<file path="src/rtl/counter_spi_master_pkg.sv">
// Shared types and constants for the clock-counter SPI initiator.
package counter_spi_master_pkg;

  typedef enum logic [2:0] {
    ST_IDLE  = 3'd0,
    ST_SYNC  = 3'd1,
    ST_SETUP = 3'd2,
    ST_LOW   = 3'd3,
    ST_HIGH  = 3'd4,
    ST_HOLD  = 3'd5,
    ST_GAP   = 3'd6
  } state_t;

  // Leading command bit on the wire.
  localparam logic CMD_UPDATE = 1'b0;
  localparam logic CMD_READ   = 1'b1;

  localparam int COUNTER_BITS_DEFAULT     = 27;
  localparam int COMPARE_PPS_BITS_DEFAULT = 28;
  localparam int SCK_HALF_DEFAULT         = 8;

  function automatic int frame_bits(input int compare_bits);
    return 1 + compare_bits;
  endfunction

  localparam int FRAME_BITS = 1 + COMPARE_PPS_BITS_DEFAULT;

endpackage

</file>
<file path="src/rtl/counter_spi_master_sck_divider.sv">
// Restartable half-period tick generator: tick is high on the last clk of each
// SCK_HALF-cycle window; restart holds the window at its start.
module counter_spi_master_sck_divider #(
  parameter int SCK_HALF = 8
) (
  input  logic clk,
  input  logic nreset,
  input  logic restart,
  output logic tick
);

  localparam int CW = (SCK_HALF > 2) ? $clog2(SCK_HALF) : 1;
  localparam logic [CW-1:0] LOAD = CW'(SCK_HALF - 1);

  logic [CW-1:0] cnt;

  always_ff @(posedge clk) begin
    if (!nreset) begin
      cnt <= LOAD;
    end else if (restart || (cnt == '0)) begin
      cnt <= LOAD;
    end else begin
      cnt <= cnt - 1'b1;
    end
  end

  assign tick = !restart && (cnt == '0);

endmodule

</file>
<file path="src/rtl/counter_spi_master.sv">
// SPI initiator for the clock-counter port: one fixed-length frame per start,
// returning flag + latched count and optionally loading a new PPS compare value.
module counter_spi_master
  import counter_spi_master_pkg::*;
#(
  parameter int COUNTER_BITS     = COUNTER_BITS_DEFAULT,
  parameter int COMPARE_PPS_BITS = COMPARE_PPS_BITS_DEFAULT,
  parameter int SCK_HALF         = SCK_HALF_DEFAULT
) (
  input  logic                        clk,
  input  logic                        nreset,
  input  logic                        start,
  input  logic                        write_en,
  input  logic [COMPARE_PPS_BITS-1:0] wr_compare,
  output logic                        busy,
  output logic                        done,
  output logic                        rd_flag,
  output logic [COUNTER_BITS-1:0]     rd_count,
  output logic                        spi_clk,
  output logic                        spi_sen,
  output logic                        spi_mosi,
  input  logic                        spi_miso,
  output state_t                      fsm_state
);

  // Frame must be at least as long as the slave's reply (FB >= RW).
  localparam int FB = frame_bits(COMPARE_PPS_BITS);
  localparam int RW = COUNTER_BITS + 1;
  localparam int BW = $clog2(FB + 1);
  localparam logic [BW-1:0] LAST_BIT   = BW'(FB - 1);
  localparam logic [BW-1:0] SAMPLE_MIN = BW'(FB - RW);

  state_t          state, next_state;
  logic            tick;
  logic            sync_half;
  logic [BW-1:0]   bit_cnt;
  logic [FB-1:0]   tx_shift;
  logic [RW-1:0]   rx_shift;

  assign fsm_state = state;

  counter_spi_master_sck_divider #(.SCK_HALF(SCK_HALF)) u_div (
    .clk     (clk),
    .nreset  (nreset),
    .restart (state == ST_IDLE),
    .tick    (tick)
  );

  always_ff @(posedge clk) begin
    if (!nreset) state <= ST_IDLE;
    else         state <= next_state;
  end

  always_comb begin
    next_state = state;
    unique case (state)
      ST_IDLE:  if (start) next_state = ST_SYNC;
      ST_SYNC:  if (tick && sync_half) next_state = ST_SETUP;
      ST_SETUP: if (tick) next_state = ST_LOW;
      ST_LOW:   if (tick) next_state = ST_HIGH;
      ST_HIGH:  if (tick) next_state = (bit_cnt == '0) ? ST_HOLD : ST_LOW;
      ST_HOLD:  if (tick) next_state = ST_GAP;
      ST_GAP:   if (tick) next_state = ST_IDLE;
      default:  next_state = ST_IDLE;
    endcase
  end

  always_ff @(posedge clk) begin
    if (!nreset) begin
      busy      <= 1'b0;
      done      <= 1'b0;
      rd_flag   <= 1'b0;
      rd_count  <= '0;
      spi_clk   <= 1'b0;
      spi_sen   <= 1'b1;
      spi_mosi  <= 1'b1;
      sync_half <= 1'b0;
      bit_cnt   <= '0;
      tx_shift  <= '0;
      rx_shift  <= '0;
    end else begin
      done <= 1'b0;
      case (state)
        ST_IDLE: if (start) begin
          // SYNC opens with spi_clk high while deselected: the slave's clear edge.
          busy      <= 1'b1;
          tx_shift  <= {~write_en, wr_compare};
          spi_clk   <= 1'b1;
          sync_half <= 1'b0;
        end
        ST_SYNC: if (tick) begin
          spi_clk   <= 1'b0;
          sync_half <= 1'b1;
          if (sync_half) begin
            spi_sen  <= 1'b0;
            spi_mosi <= tx_shift[FB-1];
            bit_cnt  <= LAST_BIT;
          end
        end
        ST_LOW: if (tick) begin
          if (bit_cnt >= SAMPLE_MIN) rx_shift <= {rx_shift[RW-2:0], spi_miso};
          spi_clk <= 1'b1;
        end
        ST_HIGH: if (tick) begin
          spi_clk <= 1'b0;
          if (bit_cnt != '0) begin
            bit_cnt  <= bit_cnt - 1'b1;
            tx_shift <= {tx_shift[FB-2:0], 1'b0};
            spi_mosi <= tx_shift[FB-2];
          end
        end
        ST_HOLD: if (tick) begin
          spi_sen  <= 1'b1;
          spi_mosi <= 1'b1;
        end
        ST_GAP: if (tick) begin
          done     <= 1'b1;
          busy     <= 1'b0;
          rd_flag  <= rx_shift[COUNTER_BITS];
          rd_count <= rx_shift[COUNTER_BITS-1:0];
        end
        default: ;
      endcase
    end
  end

endmodule

</file>
<file path="config.mk">
export PLATFORM = sky130hd
export DESIGN_NAME = counter_spi_master
export DESIGN_NICKNAME = d
export VERILOG_FILES = /design/src/rtl/counter_spi_master_pkg.sv /design/src/rtl/counter_spi_master_sck_divider.sv /design/src/rtl/counter_spi_master.sv
export SDC_FILE = /design/constraint.sdc
export NUM_CORES = 1
export LEC_CHECK = 0
export CORE_UTILIZATION = 54
export DETAILED_ROUTE_END_ITERATION = 10
export PLACE_DENSITY = 0.8
export SLEW_MARGIN = 25
export SYNTH_ARGS = -nofsm -noshare
export SYNTH_HDL_FRONTEND = slang
export SYNTH_SLANG_ARGS = --single-unit
</file>
<file path="constraint.sdc">
create_clock -name clk -period 2 [get_ports clk]
set_input_delay 0.3 -clock clk [delete_from_list [all_inputs] [get_ports clk]]
set_output_delay 0.3 -clock clk [all_outputs]
set_load 0.01 [all_outputs]
</file>
== Yosys cells after proc, flatten, opt, wreduce, memory -nomap -nowiden ==
Index checks and enable logic that the tools add are counted.
Word-level totals
  input bits: 33
  logic and storage cells: 97
  output and inout port bits: 36
  register bits after elaboration: 102
Operators by class
  bitwise logic cells: 2
  order comparisons: 1
  mux-type cells: 34
  add/sub/neg operators: 2
  reduce and logical (&&, ||, !) cells: 28
  equal/unequal tests: 17
Operators with widths (number)
  29-bit two-way mux: 3
  29-bit case mux with 2 select lines: 1
  3-bit two-way mux: 8
  3-bit case mux with 7 select lines: 1
  5-bit two-way mux: 4
  2-bit inequality test (second input constant): 10
  4-bit AND reduction: 3
  1-bit two-way mux: 11
  5-bit case mux with 2 select lines: 1
  2-bit nonzero test: 5
  3-bit == test (second input constant): 3
  3-bit AND reduction: 3
  7-bit AND reduction: 1
  3-bit by 2-bit == test with 1-bit output (second input constant): 2
  3-bit zero test: 2
  1-bit case mux with 2 select lines: 3
  1-bit case mux with 3 select lines: 2
  6-bit AND reduction: 1
  3-bit nonzero test: 2
  5-bit by 1-bit greater-or-equal comparator with 1-bit output (second input constant): 1
  5-bit zero test: 1
  5-bit AND reduction: 1
  5-bit nonzero test: 1
  5-bit by 1-bit subtractor with 5-bit output (second input constant): 1
  9 further kinds: 13

== Longest topological paths before layout ==
Gate-level depths: netlist of run 1.
  word-level depth: 6
  gate-level depth with buffers: 9
  depth with buffers taken out: 6

== Cells and area by module ==
A second synthesis of run 1 with hierarchy kept.
Second synthesis, totals
  cell total of the unflattened synthesis: 459
  area, all modules: 4239.1 µm²
By module, submodules not included
  counter_spi_master: cells each 444, sequential area each 1981.9 µm², area an instance 4091.4 µm², times used 1
  counter_spi_master_sck_divider: cells each 15, sequential area each 60.1 µm², area an instance 147.6 µm², times used 1

== Worst setup path after synthesis of run 1 ==
Ideal clock, no wire load.
  path type: reg-to-reg
  from: reg bit_cnt[0]
  to: reg tx_shift[27]
  setup slack: 0.151 ns
  clock period less this slack: 1.849 ns
  required time: 1.866 ns
  data arrival time: 1.715 ns
  setup time: 0.134 ns
  stages on the path, launching flop included: 10
  path buffers: 3
  path through: dfxtp_1 inv_1 ha_1 or4b_4 buf_6 a21o_1 buf_6 buf_6 a21oi_2 a311oi_2
Between the ends
  word-level cells in the longest chain between the ends: 3
RTL lines
  start, declared: line counter_spi_master.sv:36  | logic [BW-1:0] bit_cnt;
  start signal, assigned: line counter_spi_master.sv:107  | bit_cnt <= bit_cnt - 1'b1;
  5-bit nonzero test: line counter_spi_master.sv:106  | if (bit_cnt != '0) begin
  2-bit inequality test (no line)
  4-bit AND reduction (no line)
  end signal, assigned: line counter_spi_master.sv:87  | tx_shift <= {~write_en, wr_compare};
  end signal, assigned: line counter_spi_master.sv:108  | tx_shift <= {tx_shift[FB-2:0], 1'b0};
  end, declared: line counter_spi_master.sv:37  | logic [FB-1:0] tx_shift;
No other way between the ends.
A chain may end at the register's enable or synchronous reset.

== Worst setup path in the final report of run 1 ==
  from: reg state[0] (netlist: fsm_state[0])
  to: out fsm_state[0]
RTL lines
  start, declared: line counter_spi_master.sv:33  | state_t state, next_state;
  start signal, assigned: line counter_spi_master.sv:51  | else state <= next_state;
  end, declared: line counter_spi_master.sv:23  | output state_t fsm_state
No word-level cell between the ends.

==> results of run 1 <==
==> where the power goes <==
group          switching (W)  internal (W)
combinational       0.000490      0.000429
sequential          0.000109       0.00216
clock               0.000752      0.000504
==> sequential cells by signal (all words and copies together) (netlist names) <==
signal,flops
rd_flag,1
spi_mosi,1
spi_clk,1
rx_shift,28
busy,1
spi_sen,1
u_div.cnt,3
done,1
rd_count,27
fsm_state,3
sync_half,1
tx_shift,29
bit_cnt,5
==> final timing paths <==
path                        startpoint                  endpoint  cells after the start
min            u_div.cnt[0]$_SDFF_PP1_   u_div.cnt[0]$_SDFF_PP1_                      1
max reg2reg    bit_cnt[1]$_SDFFE_PN0P_  tx_shift[7]$_SDFFE_PN0P_                      7
min reg2reg    u_div.cnt[0]$_SDFF_PP1_   u_div.cnt[0]$_SDFF_PP1_                      1
max          fsm_state[0]$_SDFFE_PN0P_              fsm_state[0]                      2
==> cell type report <==
cell class,count,area [um2],area share (%)
multi-input combinational,351,2220,40.0
sequential,102,2050,36.8
clock buffer,10,138,2.47
inverter,6,23.8,0.427
timing repair buffer,94,951,17.1
clock inverter,6,52.6,0.945
tap,102,128,2.29
==> cell families after synthesis <==
logic type,after synthesis,synth area share [%]
xor+xnor,1,0.196
compound gates,122,22.0
flops,102,45.6
fa+ha+maj,5,1.40
simple gates,194,18.7
mux,29,6.52
buf+inv,46,5.54
==> through the flow <==
stage	util, %	setup TNS, ps	instance area [um2]	worst slack [ps]	hold slack, ps
3_5_place_dp	67.6	-44.1	5330	-19.4	376
2_1_floorplan	-	0	4470	151	358
5_1_grt	70.5	-25.2	5560	-16.4	425
4_1_cts	70.1	0	5530	12.0	402
6_report	70.5	0	5560	82.3	396
3_3_place_gp	67.6	0	5330	44.0	364
==> critical path, delay by kind of cell, from the launching register on <==
| kind | cells | cell delay, ps |
|---|---|---|
| flops | 1 | 520 |
| buf+inv | 2 | 740 |
==> repair_timing <==
action | 4_1_cts | 5_1_grt
endpoints found under the setup margin | 1 | 19
pin swaps | 0 | 1
gates resized for setup | 1 | 6
setup buffers | 0 | 2
==> per-layer routing <==
| metal | part of all wire, % | track usage [%] |
|---|---|---|
| met5 | 0 | 0 |
| met2 | 47 | 37.7 |
| met3 | 3.9 | 4.72 |
| met4 | 1.3 | 8.08 |
| met1 | 48 | 30.4 |
==> synth_stat cells, drive strengths merged, types with 3 or more instances <==
cell	instances	area, um2
dfxtp	102	2040
a311oi	30	388
ha	5	62.6
a21oi	66	405
clkbuf	16	60.1
nor2	42	163
a31oi	4	25.0
nand2b	6	37.5
nand3	4	20.0
a21o	3	22.5
o21ai	8	40.0
nor3	5	25.0
nor2b	7	43.8
buf	24	165
inv	6	22.5
nand2	120	450
mux2i	28	280
==> summary.md, run 1 <==
| Metric | Value |
|---|---|
| DR DRC count | `0` |
| Register area share after synthesis | `about 46%` |
| CP Data Required Time | `1700 ps` |
| Number of port buffers | `68` |
| Pleak | `1.90 nW` |
| Iter 0 DRT Violations | `224` |
| Ant diodes | `0` |
| Clock Tree Root | `clkbuf_8` |
| Avg Cell Area, Syn | `8.97 um2` |
| Clock Tree Buf Depth | `2` |
| GR Overflow Total | `0` |
| Initial antenna violation count | `0` |
| Post-synth EDFFs | `0` |
| DR WL/cell | `14.3 um` |
| Vias | `roughly 3,800` |
| Worst Max-Slew Pin Slew | `451 ps` |
| F_max | `521 MHz` |
| Primary FF master, synth | `dfxtp_1` |
| Drt via density | `5.63` |
| Num CTS Buffers | `9` |
| Layout Nets | `approximately 600` |
| Non-Filler Instances | `671` |
| Asr flop ratio synth | `0%` |
| RePlAce Congestion | `between 0.8 and 0.9` |
| Final Critical Period | `approximately 1900 ps` |
| Dpl cells | `653` |
| CP peak stage delay | `540 ps` |
| Routed WL | `9630 um` |
| Vias in the first global route | `3,596` |
| Die W | `approximately 93 um` |
| Critical Path Fanout Max | `15` |
| DPL Wire Length | `6170 um` |
| Syn-to-layout area delta | `24.3%` |
| Rel. slew slack | `69.9%` |
| YS warnings | `0` |
| Slowest stage cell on the critical path | `clkdlybuf4s50_1` |
| Die area | `8650 um2` |
| Syn Inst Count | `499` |
| Hold buffers post-CTS | `0` |
| Peak supply drop | `between 0.0005 and 0.0006 V` |
| Synthesized area | `4470 um2` |
| Power Total | `between 0.004 and 0.005 W` |
| Commonest cells after routing, fill and taps aside | `nand2_1, dfxtp_1, clkdlybuf4s50_1` |
| Post-Syn Nets | `537` |
| Status | `finished, final reports clean` |
| Pwr Density | `about 800 nW/um2` |
| Critical Path End Type | `output port` |
| Commonest non-fill, non-tap cell in the layout | `nand2_1` |
| First-pass GRT wire length | `16,100 um` |
| Clk slew on worst S/H paths | `100 ps` |
| R2R Setup Slk | `100 ps` |
| Max Slew Vio Count | `0` |
| Yosys reg bits | `102` |
| TritonCTS clock tree | `yes` |
| CORE AREA | `7890 um2` |
| Hold Crit Class | `register to register` |
| Pin count of the biggest net entering global routing | `66` |
| Crit path launch type | `register` |
| DR pass1 iterations | `4` |
| Clock skew | `12.9 ps` |
| Num ports | `69` |
| Starting Density | `56.7%` |
| Critical Path AT | `1620 ps` |
| Total GRT Usage | `23.1%` |
| Clock sink total | `102` |
| Total of max-cap violations | `0` |
| Depth of the CTS H-tree | `3` |
| Kind of critical path | `register to output port` |
| Filler cell count | `slightly above 600` |
| Final setup violation count | `0` |
| Fin. Hold Viols | `0` |
| Clk Latency, worst-skew pair | `370 ps` |
| Die Ht | `93.0 um` |
| Critical Path, Cell by Cell | `buf_4 > clkdlybuf4s50_1` |
| Yosys cell types | `43` |
| DRT antenna net count | `0` |
| Tcrit/Tclk final | `95.9%` |
| Rows | `32` |
| Layout cell share with drive strength beyond 1 | `between 10% and 20%` |
Note: power is estimated with default switching activity, not from simulation.
==> run 2: changes to the inputs <==
SKIP_CTS_REPAIR_TIMING = 1   (was not set)
==> summary.md, run 2 (same netlist as run 1, synthesis figures left out) <==
| Metric | Value |
|---|---|
| CP Data Required Time | `1700 ps` |
| Pleak | `1.90 nW` |
| Initial antenna violation count | `0` |
| CORE AREA | `7890 um2` |
| DR DRC count | `0` |
| Final setup violation count | `0` |
| Met3 wire length | `around 360 um` |
| Number of port buffers | `68` |
| CP peak stage delay | `530 ps` |
| Total of max-cap violations | `0` |
| Top layer in use | `met4` |
| Layout Nets | `602` |
| Kind of critical path | `register to output port` |
| Die Ht | `93.0 um` |
| Num ports | `69` |
| Rel. slew slack | `68.9%` |
| Vias in the first global route | `3,598` |
| Critical Path AT | `1620 ps` |
| RePlAce Congestion | `about 0.81` |
| DPL Wire Length | `6170 um` |
| Clk Latency, worst-skew pair | `roughly 380 ps` |
| Depth of the CTS H-tree | `3` |
| Commonest non-fill, non-tap cell in the layout | `nand2_1` |
| Clock power frac | `28.3%` |
| Crit path launch type | `register` |
| Hold WS | `396 ps` |
| Max Slew Vio Count | `0` |
| Dpl cells | `653` |
| DRT antenna net count | `0` |
| Syn-to-layout area delta | `24.6%` |
| Sw Share | `30.5%` |
| DR WL/cell | `14.3 um` |
| Critical Path End Type | `output port` |
| Pint | `0.00309 W` |
| Die W | `93.0 um` |
| F_max | `520 MHz` |
| Num CTS Buffers | `9` |
| WL met2 | `4530 um` |
| Rows | `32` |
| Starting Density | `56.7%` |
| Largest Register | `tx_shift` |
| Critical Path Fanout Max | `15` |
| Drt via density | `5.59` |
| Status | `finished, final reports clean` |
| Biggest regs | `tx_shift x29, rx_shift x28, rd_count x27` |
| WL met1 | `4570 um` |
| Worst Max-Slew Pin Slew | `466 ps` |
| TritonCTS clock tree | `yes` |
| Net Sw Power | `approximately 0.0014 W` |
| Ant diodes | `0` |
| Hold Crit Class | `register to register` |
| Power Total | `between 0.004 and 0.005 W` |
| Routed WL | `slightly below 10,000 um` |
| Die area | `slightly below 9000 um2` |
| Pwr Density | `about 800 nW/um2` |
| Clock Tree Root | `clkbuf_8` |
| Commonest cells after routing, fill and taps aside | `nand2_1, dfxtp_1, clkdlybuf4s50_1` |
| Clock sink total | `102` |
| First-pass GRT wire length | `approximately 16,000 um` |
| Reg power frac | `50.9%` |
| Vias | `3,748` |
| Final Critical Period | `1920 ps` |
| Iter 0 DRT Violations | `~280` |
| Top delay family on crit path | `buffers and inverters` |
| Peak supply drop | `~0.00050 V` |
| Total GRT Usage | `23.1%` |
| Clock Tree Buf Depth | `2` |
| Combinational share of power | `20.8%` |
| GR Overflow Total | `0` |
| Tcrit/Tclk final | `between 90% and 100%` |
| Slowest stage cell on the critical path | `clkdlybuf4s50_1` |
| Clock skew | `12.5 ps` |
| Worst Path Buf+Inv | `2` |
| Pin count of the biggest net entering global routing | `66` |
| DR pass1 iterations | `4` |
| Layout cell share with drive strength beyond 1 | `17.8%` |
| Clk slew on worst S/H paths | `100 ps` |
| Max reg flops | `29` |
| Non-Filler Instances | `about 670` |
| Fin. Hold Viols | `0` |
| Critical Path, Cell by Cell | `buf_4 > clkdlybuf4s50_1` |
## run 2: per-stage QoR
stage	TNS [ps]	utilization [%]	cell area (um2)	setup slack (ps)
after CTS	-122	70.0	5520	-122
after global placement	0	67.6	5330	44.0
final	0	70.7	5570	77.7
after detailed placement	-44.1	67.6	5330	-19.4
after floorplan	0	-	4470	151
after global routing	-27.9	70.7	5570	-13.0
## run 2: final timing paths
path	from	end	slack, ps	cells past startpoint
setup reg to reg	bit_cnt[1]$_SDFFE_PN0P_	tx_shift[5]$_SDFFE_PN0P_	90	7
setup / recovery	fsm_state[0]$_SDFFE_PN0P_	fsm_state[0]	80	2
hold / removal	u_div.cnt[0]$_SDFF_PP1_	u_div.cnt[0]$_SDFF_PP1_	400	1
hold reg to reg	u_div.cnt[0]$_SDFF_PP1_	u_div.cnt[0]$_SDFF_PP1_	400	1
## run 2: power by group through the flow
stage	sequential (W)	clock (W)	combinational (W)
finish	0.00227	0.00126	0.000926
global route	0.00228	0.00137	0.00101
CTS	0.00226	0.00128	0.000897
detailed placement	0.00230	0	0.000893
global placement	0.00230	0	0.000867
floorplan	0.00228	0	0.000639
## run 2: layout make-up
class                           instances  area (um2)
Fill cell                             614        2310
Inverter                                6        23.8
Sequential cell                       102        2050
Timing Repair Buffer                   94         951
Clock buffer                           10         138
Multi-Input combinational cell        351        2230
Clock inverter                          6        52.6
Tap cell                              102         128
## run 2: metal layers
| metal | GRT usage [%] | up-vias |
|---|---|---|
| met3 | 4.72 | 20 |
| met1 | 30.4 | 1805 |
| li1 | - | 1856 |
| met4 | 8.08 | 0 |
| met5 | 0 | - |
| met2 | 37.7 | 67 |
